`src/rtl/cam_cfg_seq.sv`:
```
// Camera register-configuration sequencer: walks a profile-selected ROM table, issues
// SCCB writes with NACK retry, executes in-table delays and reports done/error status.
module cam_cfg_seq #(
    parameter int RA_W        = 8,
    parameter int RD_W        = 8,
    parameter int IDX_W       = 8,
    parameter int PROF_W      = 1,
    parameter int TICK_CYCLES = 24000,
    parameter int MAX_RETRY   = 3
) (
    input  logic                    i_clk,
    input  logic                    i_rstn,
    input  logic                    i_start,
    input  logic [PROF_W-1:0]       i_profile,
    output logic [PROF_W+IDX_W-1:0] o_rom_addr,
    input  logic [RA_W+RD_W-1:0]    i_rom_dout,
    output logic                    o_wr_valid,
    output logic [RA_W-1:0]         o_wr_addr,
    output logic [RD_W-1:0]         o_wr_data,
    input  logic                    i_wr_ready,
    input  logic                    i_wr_done,
    input  logic                    i_wr_nack,
    output logic                    o_busy,
    output logic                    o_done,
    output logic                    o_err,
    output logic [IDX_W:0]          o_wr_count
);

    localparam int CNT_W = RD_W + $clog2(TICK_CYCLES + 1);
    localparam int RTY_W = $clog2(MAX_RETRY + 2);

    typedef enum logic [3:0] {
        S_IDLE,
        S_FETCH,
        S_ROMWAIT,
        S_DECODE,
        S_WRITE,
        S_WAITDONE,
        S_DELAY,
        S_FINISH,
        S_ABORT
    } state_t;

    state_t               state_q;
    logic [PROF_W-1:0]    prof_q;
    logic [IDX_W-1:0]     idx_q;
    logic [RA_W+RD_W-1:0] entry_q;
    logic [CNT_W-1:0]     delayCnt_q;
    logic [RTY_W-1:0]     retryCnt_q;

    logic [RA_W-1:0]  entAddr;
    logic [RD_W-1:0]  entData;
    logic             isDelay;
    logic             isEnd;
    logic             lastIdx;
    logic             canRetry;
    logic [IDX_W-1:0] idx_d;
    logic [CNT_W-1:0] delayLoad_d;

    assign entAddr  = entry_q[RA_W+RD_W-1:RD_W];
    assign entData  = entry_q[RD_W-1:0];
    assign isDelay  = &entAddr;
    assign isEnd    = isDelay & (&entData);
    assign lastIdx  = &idx_q;
    assign canRetry = retryCnt_q < RTY_W'(MAX_RETRY);
    assign idx_d    = idx_q + IDX_W'(1);

    // Counter is wide enough for the largest D*TICK_CYCLES, so the product is exact
    assign delayLoad_d = CNT_W'(entData) * CNT_W'(TICK_CYCLES);

    always_ff @(posedge i_clk or negedge i_rstn) begin
        if (!i_rstn) begin
            state_q    <= S_IDLE;
            prof_q     <= '0;
            idx_q      <= '0;
            entry_q    <= '0;
            delayCnt_q <= '0;
            retryCnt_q <= '0;
            o_rom_addr <= '0;
            o_wr_valid <= 1'b0;
            o_wr_addr  <= '0;
            o_wr_data  <= '0;
            o_busy     <= 1'b0;
            o_done     <= 1'b0;
            o_err      <= 1'b0;
            o_wr_count <= '0;
        end else begin
            case (state_q)
                S_IDLE: begin
                    if (i_start) begin
                        prof_q     <= i_profile;
                        idx_q      <= '0;
                        retryCnt_q <= '0;
                        o_rom_addr <= {i_profile, {IDX_W{1'b0}}};
                        o_err      <= 1'b0;
                        o_wr_count <= '0;
                        o_busy     <= 1'b1;
                        state_q    <= S_FETCH;
                    end
                end
                S_FETCH: begin
                    state_q <= S_ROMWAIT;
                end
                S_ROMWAIT: begin
                    entry_q <= i_rom_dout;
                    state_q <= S_DECODE;
                end
                S_DECODE: begin
                    if (isEnd) begin
                        o_done  <= 1'b1;
                        state_q <= S_FINISH;
                    end else if (isDelay) begin
                        delayCnt_q <= delayLoad_d;
                        state_q    <= S_DELAY;
                    end else begin
                        o_wr_addr  <= entAddr;
                        o_wr_data  <= entData;
                        o_wr_valid <= 1'b1;
                        state_q    <= S_WRITE;
                    end
                end
                S_WRITE: begin
                    if (i_wr_ready) begin
                        o_wr_valid <= 1'b0;
                        state_q    <= S_WAITDONE;
                    end
                end
                // A retry reissues the same payload, which is still held in o_wr_addr/o_wr_data
                S_WAITDONE: begin
                    if (i_wr_done) begin
                        if (!i_wr_nack) begin
                            o_wr_count <= o_wr_count + (IDX_W+1)'(1);
                            retryCnt_q <= '0;
                            if (lastIdx) begin
                                o_done  <= 1'b1;
                                state_q <= S_FINISH;
                            end else begin
                                idx_q      <= idx_d;
                                o_rom_addr <= {prof_q, idx_d};
                                state_q    <= S_FETCH;
                            end
                        end else if (canRetry) begin
                            retryCnt_q <= retryCnt_q + RTY_W'(1);
                            o_wr_valid <= 1'b1;
                            state_q    <= S_WRITE;
                        end else begin
                            o_err   <= 1'b1;
                            state_q <= S_ABORT;
                        end
                    end
                end
                // Leaving on a count of 1 gives exactly D*TICK_CYCLES cycles, and a zero load still spends one
                S_DELAY: begin
                    if (delayCnt_q <= CNT_W'(1)) begin
                        if (lastIdx) begin
                            o_done  <= 1'b1;
                            state_q <= S_FINISH;
                        end else begin
                            idx_q      <= idx_d;
                            o_rom_addr <= {prof_q, idx_d};
                            state_q    <= S_FETCH;
                        end
                    end else begin
                        delayCnt_q <= delayCnt_q - CNT_W'(1);
                    end
                end
                S_FINISH: begin
                    o_done  <= 1'b0;
                    o_busy  <= 1'b0;
                    state_q <= S_IDLE;
                end
                S_ABORT: begin
                    o_busy  <= 1'b0;
                    state_q <= S_IDLE;
                end
                default: begin
                    state_q <= S_IDLE;
                end
            endcase
        end
    end

endmodule

```
`config.mk`:
```
export PLATFORM = sky130hd
export DESIGN_NAME = cam_cfg_seq
export DESIGN_NICKNAME = d
export VERILOG_FILES = /design/src/rtl/cam_cfg_seq.sv
export SDC_FILE = /design/constraint.sdc
export NUM_CORES = 1
export LEC_CHECK = 0
export BUFFER_PORTS_ARGS = -buffer_cell sky130_fd_sc_hd__buf_2
export CAP_MARGIN = 20
export CORE_MARGIN = 3
export CORE_UTILIZATION = 54
export CTS_CLUSTER_SIZE = 40
export DETAILED_ROUTE_END_ITERATION = 8
export MAX_ROUTING_LAYER = met4
export PLACE_DENSITY_LB_ADDON = 0.15
export SYNTH_ARGS = -nofsm -noshare
export SYNTH_HDL_FRONTEND = slang
export SYNTH_SLANG_ARGS = --single-unit
export TNS_END_PERCENT = 20
```
`constraint.sdc`:
```
create_clock -name i_clk -period 4 [get_ports i_clk]
set_input_delay 0.8 -clock i_clk [delete_from_list [all_inputs] [get_ports i_clk]]
set_output_delay 0.8 -clock i_clk [all_outputs]
set_load 0.02 [all_outputs]
```
==> impl_results.md, run 1 <==
- # diodes: 0
- Die Area: 12330 µm²
- Reg area: between 2000 and 2500 µm²
- Synth top cells by count: dfrtp_1, inv_1, o21ai_0
- Post-Syn Area: 5959 µm²
- IO buf count: 60
- Initial Utilization: 0.5671
- Setup violators final: 7
- Max-Cap Viols: 0
- H-tree levels: 3
- Layout net count: around 840
- First-pass GRT wire length: between 20 and 25 mm
- Reg2reg end: delayCnt_q[15]
- # rows: 37
- Share of the synthesized area in the top cell type: 0.3569
- Worst Clk Skew: 10.17 ps
- Worst EP required: 4240 ps
- Distinct cells, synth: 72
- Initial antenna violation count: 0
- Routed vias/inst: 5.924
- Failing checks: negative setup slack
- Vias: 5278
- Most numerous cell in the Yosys netlist: dfrtp_1
- Drt wl/cell: roughly 16 µm
- First-pass iteration count of the detailed router: 5
- CTS max path bufs: 2
- Ys Warns: 0
- # fillers: just over 800
- Worst-margin pin slew: slightly below 1000 ps
- Peak Freq: 240.7 MHz
- Remaining antenna violation count: 0
- Remaining DRCs: 0
- Area leader, netlist: dfrtp_1
- Status: finished, violations left
- Critical-path cell list: inv_2 > fa_2 > fa_1 > inv_1 > fa_1 > inv_2 > fa_1 > inv_2 > ha_4 > o21a_1 > o31a_1 > buf_6 > o21a_1 > or3_1 > a31oi_2 > o21ai_1
- IO Count: 61
- Critical path type: reg -> reg
- GPL Wtd Cong: 0.9663
- Worst Setup End Kind: register
- Area Growth Syn to Fin: 19.92%
- Reg-to-reg slack, setup: -150 ps
- Gr usage total: 0.2415
- Final setup margin: -154.2 ps
- Starting DRT DRC Count: around 360
- Post-synth ARST share: 1.000
- R2R Path Start: entry_q[7]
- TNS Setup: -517.5 ps
- Ys flop type: dfrtp_1
- Multi-input logic area: ~3700 µm²
- Yosys reg bits: 85
- Number of global-route vias before repair: ~5000
- Crit path from: entry_q[7]
- Worst-path maximum fanout: 4
- CTS tree: yes
- Register area share after synthesis: 0.3569
- CTS buffer count: 9
- Cells after Synth: approximately 650
- Critical path depth: 16
- CTS Sinks: between 80 and 90
- Clock-pin slew on the worst setup and hold paths: 100 ps
- Routed Wire Length: around 15 mm
- Fin. Hold Viols: 0
- Type of origin of the critical path: register
- Crit-path slowest cell: fa_1
- CP max stage delay: around 500 ps
- Pin count of the biggest net entering global routing: 64
- Avg Inst Size Synth: ~9.2 µm²
- Placeable core area: 10510 µm²
- Root Buffer: clkbuf_8
- Clock insertion delay at the later pin of the skew report: around 380 ps
- Final slew viol count: 0
- Die height: 111.1 µm
- Tcrit/Tclk final: 1.039
- Worst Reg-to-Reg Cells: 16
- Worst hold path class: in -> async
- Synth area leaders: dfrtp_1, ha_1, fa_1
- Min cycle time layout: 4154 ps
- Overflow left after global routing: 0
- Worst EP arrival: ~4400 ps
- CP top delay family: adder cells
- RSZ-0062 raised after global routing: yes
- Post-DP HPWL: roughly 11 mm
- Critical path buffer and inverter count: 5
- Net Count, Synth: approximately 740
- Die Wd: 111.1 µm
- Post-synth EDFFs: 0
- Share of cells above drive strength 1: 0.2728
- Max_slew headroom: 0.3532
sequential cells by signal, indices dropped and copies added, names as in the netlist:
name / flops
delayCnt_q: 23
entry_q: 16
o_wr_count: 9
o_wr_addr: 8
o_wr_data: 8
idx_q: 7
state_q: 4
retryCnt_q: 3
o_rom_addr: 2
o_busy: 1
o_done: 1
o_err: 1
o_wr_valid: 1
prof_q: 1
worst max path at each step:
stage / end / slack, ps
final: delayCnt_q[15] / -150
after global routing: delayCnt_q[15] / -290
after CTS: delayCnt_q[15] / -110
after detailed placement: delayCnt_q[21] / -170
after global placement: delayCnt_q[21] / -100
after floorplan: delayCnt_q[21] / 10
repair_timing:
item | CTS | global route
gates resized for setup | 9 | 29
hold endpoints to repair | 0 | 0
pin swaps | 10 | 23
hold buffers | 0 | 0
endpoints found under the setup margin | 8 | 10
setup buffers | 7 | 10
placed cells by master, fill, tap and decap left out, types with 10 or more instances in the layout:
cell and instances:
buf_4 54, nor2_1 47, inv_1 56, ha_1 35
or3_1 10, fa_1 21, mux2_2 20, buf_2 59
nand2_1 53, o21ai_0 57, nor3_1 20, dfrtp_1 84
a21oi_1 36, nand3_1 17
stage by stage:
| stage | utilization | instances | worst slack (ps) | instance area [µm²] | hold WS (ps) |
|---|---|---|---|---|---|
| 2_1_floorplan | - | 645 | 11.69 | 6007 | 445.8 |
| 3_3_place_gp | 0.6350 | 858 | -95.86 | 6673 | 460.2 |
| 3_5_place_dp | 0.6350 | 858 | -173.6 | 6673 | 476.3 |
| 4_1_cts | 0.6612 | 881 | -107.8 | 6948 | 499.0 |
| 5_1_grt | 0.6801 | 891 | -290.7 | 7147 | 521.7 |
| 6_report | 0.6801 | 891 | -154.2 | 7147 | 475.1 |
cell type report:
cell class,instances,share of cell area
clock buffers,9,0.01733
clock inverters,7,0.009454
inverters,65,0.03414
multi-input cells,473,0.5147
flip-flops and latches,85,0.2978
well taps,136,0.02381
repair buffers,116,0.1028
routing by layer:
layer	GRT usage	wire (µm)
met4	0.07137	310
met3	0.05240	818
met2	0.3811	7253
met1	0.3166	6306
met5	-	0
kinds of logic after synthesis:
group / Yosys count / share of synthesized area
simple gates: 207 / 0.1793
compound gates: 163 / 0.1736
buf+inv: 87 / 0.05690
flops: 85 / 0.3569
fa+ha+maj: 68 / 0.1730
mux: 22 / 0.04115
xor+xnor: 13 / 0.01911
Power of run 1 is not shown: default switching activity piles up to over one toggle a cycle in this logic, so the estimate is an artifact.
==> run 2, diff against run 1 <==
- CORE_ASPECT_RATIO: unset -> 0.6
==> run 2 against run 1 <==
  * The run still ends with negative setup slack left
  * Final area is 1.2% lower
  * Die area is 0.34% higher
  * Cell count is 1.6% lower
  * First-iteration DRC count is 19% lower
  * Critical endpoint unchanged
==> impl_results.md, run 2 (synthesis gave the netlist of run 1 again) <==
- Area Growth Syn to Fin: 18.43%
- Worst-path maximum fanout: 5
- End-of-flow core utilization: 0.6616
- GPL Wtd Cong: about 0.93
- Die height: between 80 and 90 µm
- Routed vias/inst: slightly below 6
- Clock-pin slew on the worst setup and hold paths: around 70 ps
- Commonest non-fill, non-tap cells in the layout: dfrtp_1, inv_1, buf_2
- Placeable core area: between 10000 and 15000 µm²
- Reg area: 2130 µm²
- Layout net count: 824
- Crit-path slowest cell: fa_1
- Type of origin of the critical path: register
- Max-Cap Viols: 0
- TNS Setup: -116.9 ps
- H-tree levels: 3
- Pin count of the biggest net entering global routing: 64
- Critical-path cell list: inv_2 > fa_1 > fa_1 > inv_2 > fa_1 > inv_1 > fa_1 > inv_2 > ha_4 > o21a_1 > o31a_1 > o21a_1 > or3_4 > a31oi_4 > o21ai_1
- CTS tree: yes
- Max FFs per register: 23
- First-pass iteration count of the detailed router: 5
- Initial antenna violation count: 0
- Share of cells above drive strength 1: 0.2331
- Final hold slack: between 400 and 500 ps
- Cell mode on critical path: fa_1
- Root Buffer: clkbuf_16
- CP max stage delay: ~500 ps
- CTS buffer count: 9
- Worst-margin pin slew: about 1000 ps
- Remaining DRCs: 0
- Remaining antenna violation count: 0
- Drt wl/cell: 17.19 µm
- Max_slew headroom: 0.3166
- Vias: 5125
- Post-DP HPWL: between 10 and 15 mm
- Worst Clk Skew: roughly 13 ps
- RSZ-0062 raised after global routing: yes
- CTS Sinks: 85
- Die Area: ~12000 µm²
- CTS max path bufs: 2
- Setup violators final: 5
- Leading cell type in the layout, fill and taps excluded: dfrtp_1
- Clock insertion delay at the later pin of the skew report: 350 ps
- IO Count: between 60 and 70
- Gr usage total: 0.2591
- Die Wd: 141.6 µm
- Status: finished, violations left
- Starting DRT DRC Count: around 290
- First-pass GRT wire length: approximately 25 mm
- Overflow left after global routing: 0
- # rows: 29
- Final setup margin: -43.04 ps
- Initial Utilization: 0.5586
- # diodes: 0
- Worst hold path class: reg -> reg
- Min cycle time layout: roughly 4000 ps
- # fillers: 868
- Multi-input logic area: between 3000 and 4000 µm²
- Worst EP arrival: about 4200 ps
- Final slew viol count: 0
- Number of global-route vias before repair: between 4000 and 5000
- Hold-fix buffers at CTS: 0
- Biggest register: delayCnt_q
- Worst Setup End Kind: register
- Peak Freq: 247.3 MHz
- Routed Wire Length: between 15 and 20 mm
- Critical path type: reg -> reg
- Tcrit/Tclk final: 1.011
- Worst EP required: about 4200 ps
- Fin. Hold Viols: 0
- Failing checks: negative setup slack
- IO buf count: 60
- Regs by FF count: delayCnt_q (23), entry_q (16), o_wr_count (9)
[run 2: changes by cell type in the layout (fill, tap and decap cells not counted), moves of 3 or more]
cell | previous run | this run
buf_4 | 54 | 40
clkbuf_8 | 9 | 0
ha_1 | 35 | 40
inv_1 | 56 | 61
nand3_2 | 4 | 0
nand3_1 | 17 | 21
inv_2 | 9 | 4
buf_6 | 3 | 0
ha_4 | 9 | 4
clkbuf_16 | 0 | 9
[run 2: path summary, 6_finish.rpt]
path	end	from	slack [ps]	cells past startpoint
max	delayCnt_q[15]	entry_q[6]	-40	15
min	o_wr_data[1]	o_wr_data[1]	480	2
max reg2reg	delayCnt_q[15]	entry_q[6]	-40	15
min reg2reg	o_wr_data[1]	o_wr_data[1]	480	2
max in group asynchronous	delayCnt_q[7]	i_rstn	2620	2
min in group asynchronous	idx_q[2]	i_rstn	550	1
[run 2: critical path, delay by kind of cell (launching register included)]
kind            cells  cell delay [ps]
buf+inv             4              210
fa+ha+maj           5             2190
flops               1              400
simple gates        1              350
compound gates      5              720
[run 2: final cells by class]
| cell class | instances | share of cell area |
|---|---|---|
| Multi-Input combinational cell | 473 | 0.5114 |
| Sequential cell | 85 | 0.3017 |
| Timing Repair Buffer | 99 | 0.08438 |
| Inverter | 65 | 0.03457 |
| Clock buffer | 9 | 0.03191 |
| Tap cell | 139 | 0.02464 |
| Clock inverter | 7 | 0.01135 |
[run 2: repair_timing]
action                                  in CTS  in global routing
pin swaps                                   10                  5
endpoints found under the hold margin        0                  0
resized for setup                           17                  7
setup buffers                                3                  2
endpoints found under the setup margin       7                 10
cloned                                       0                  0
[run 2: routing by layer]
metal	up-vias	track usage	routed length (µm)
met5	-	-	0
met4	0	0.05488	129
met3	18	0.05485	940
li1	2458	-	-
met1	2469	0.3966	7743
met2	180	0.3512	6261
[run 2: through the flow]
step	area, µm²	cells	setup WS [ps]
after global placement	6639	856	-26.00
after detailed placement	6639	856	-131.1
after CTS	7023	875	-50.54
after floorplan	6007	645	11.69
final	7058	877	-43.04
after global routing	7058	877	-170.7
Power of run 2 is left out for the same reason.
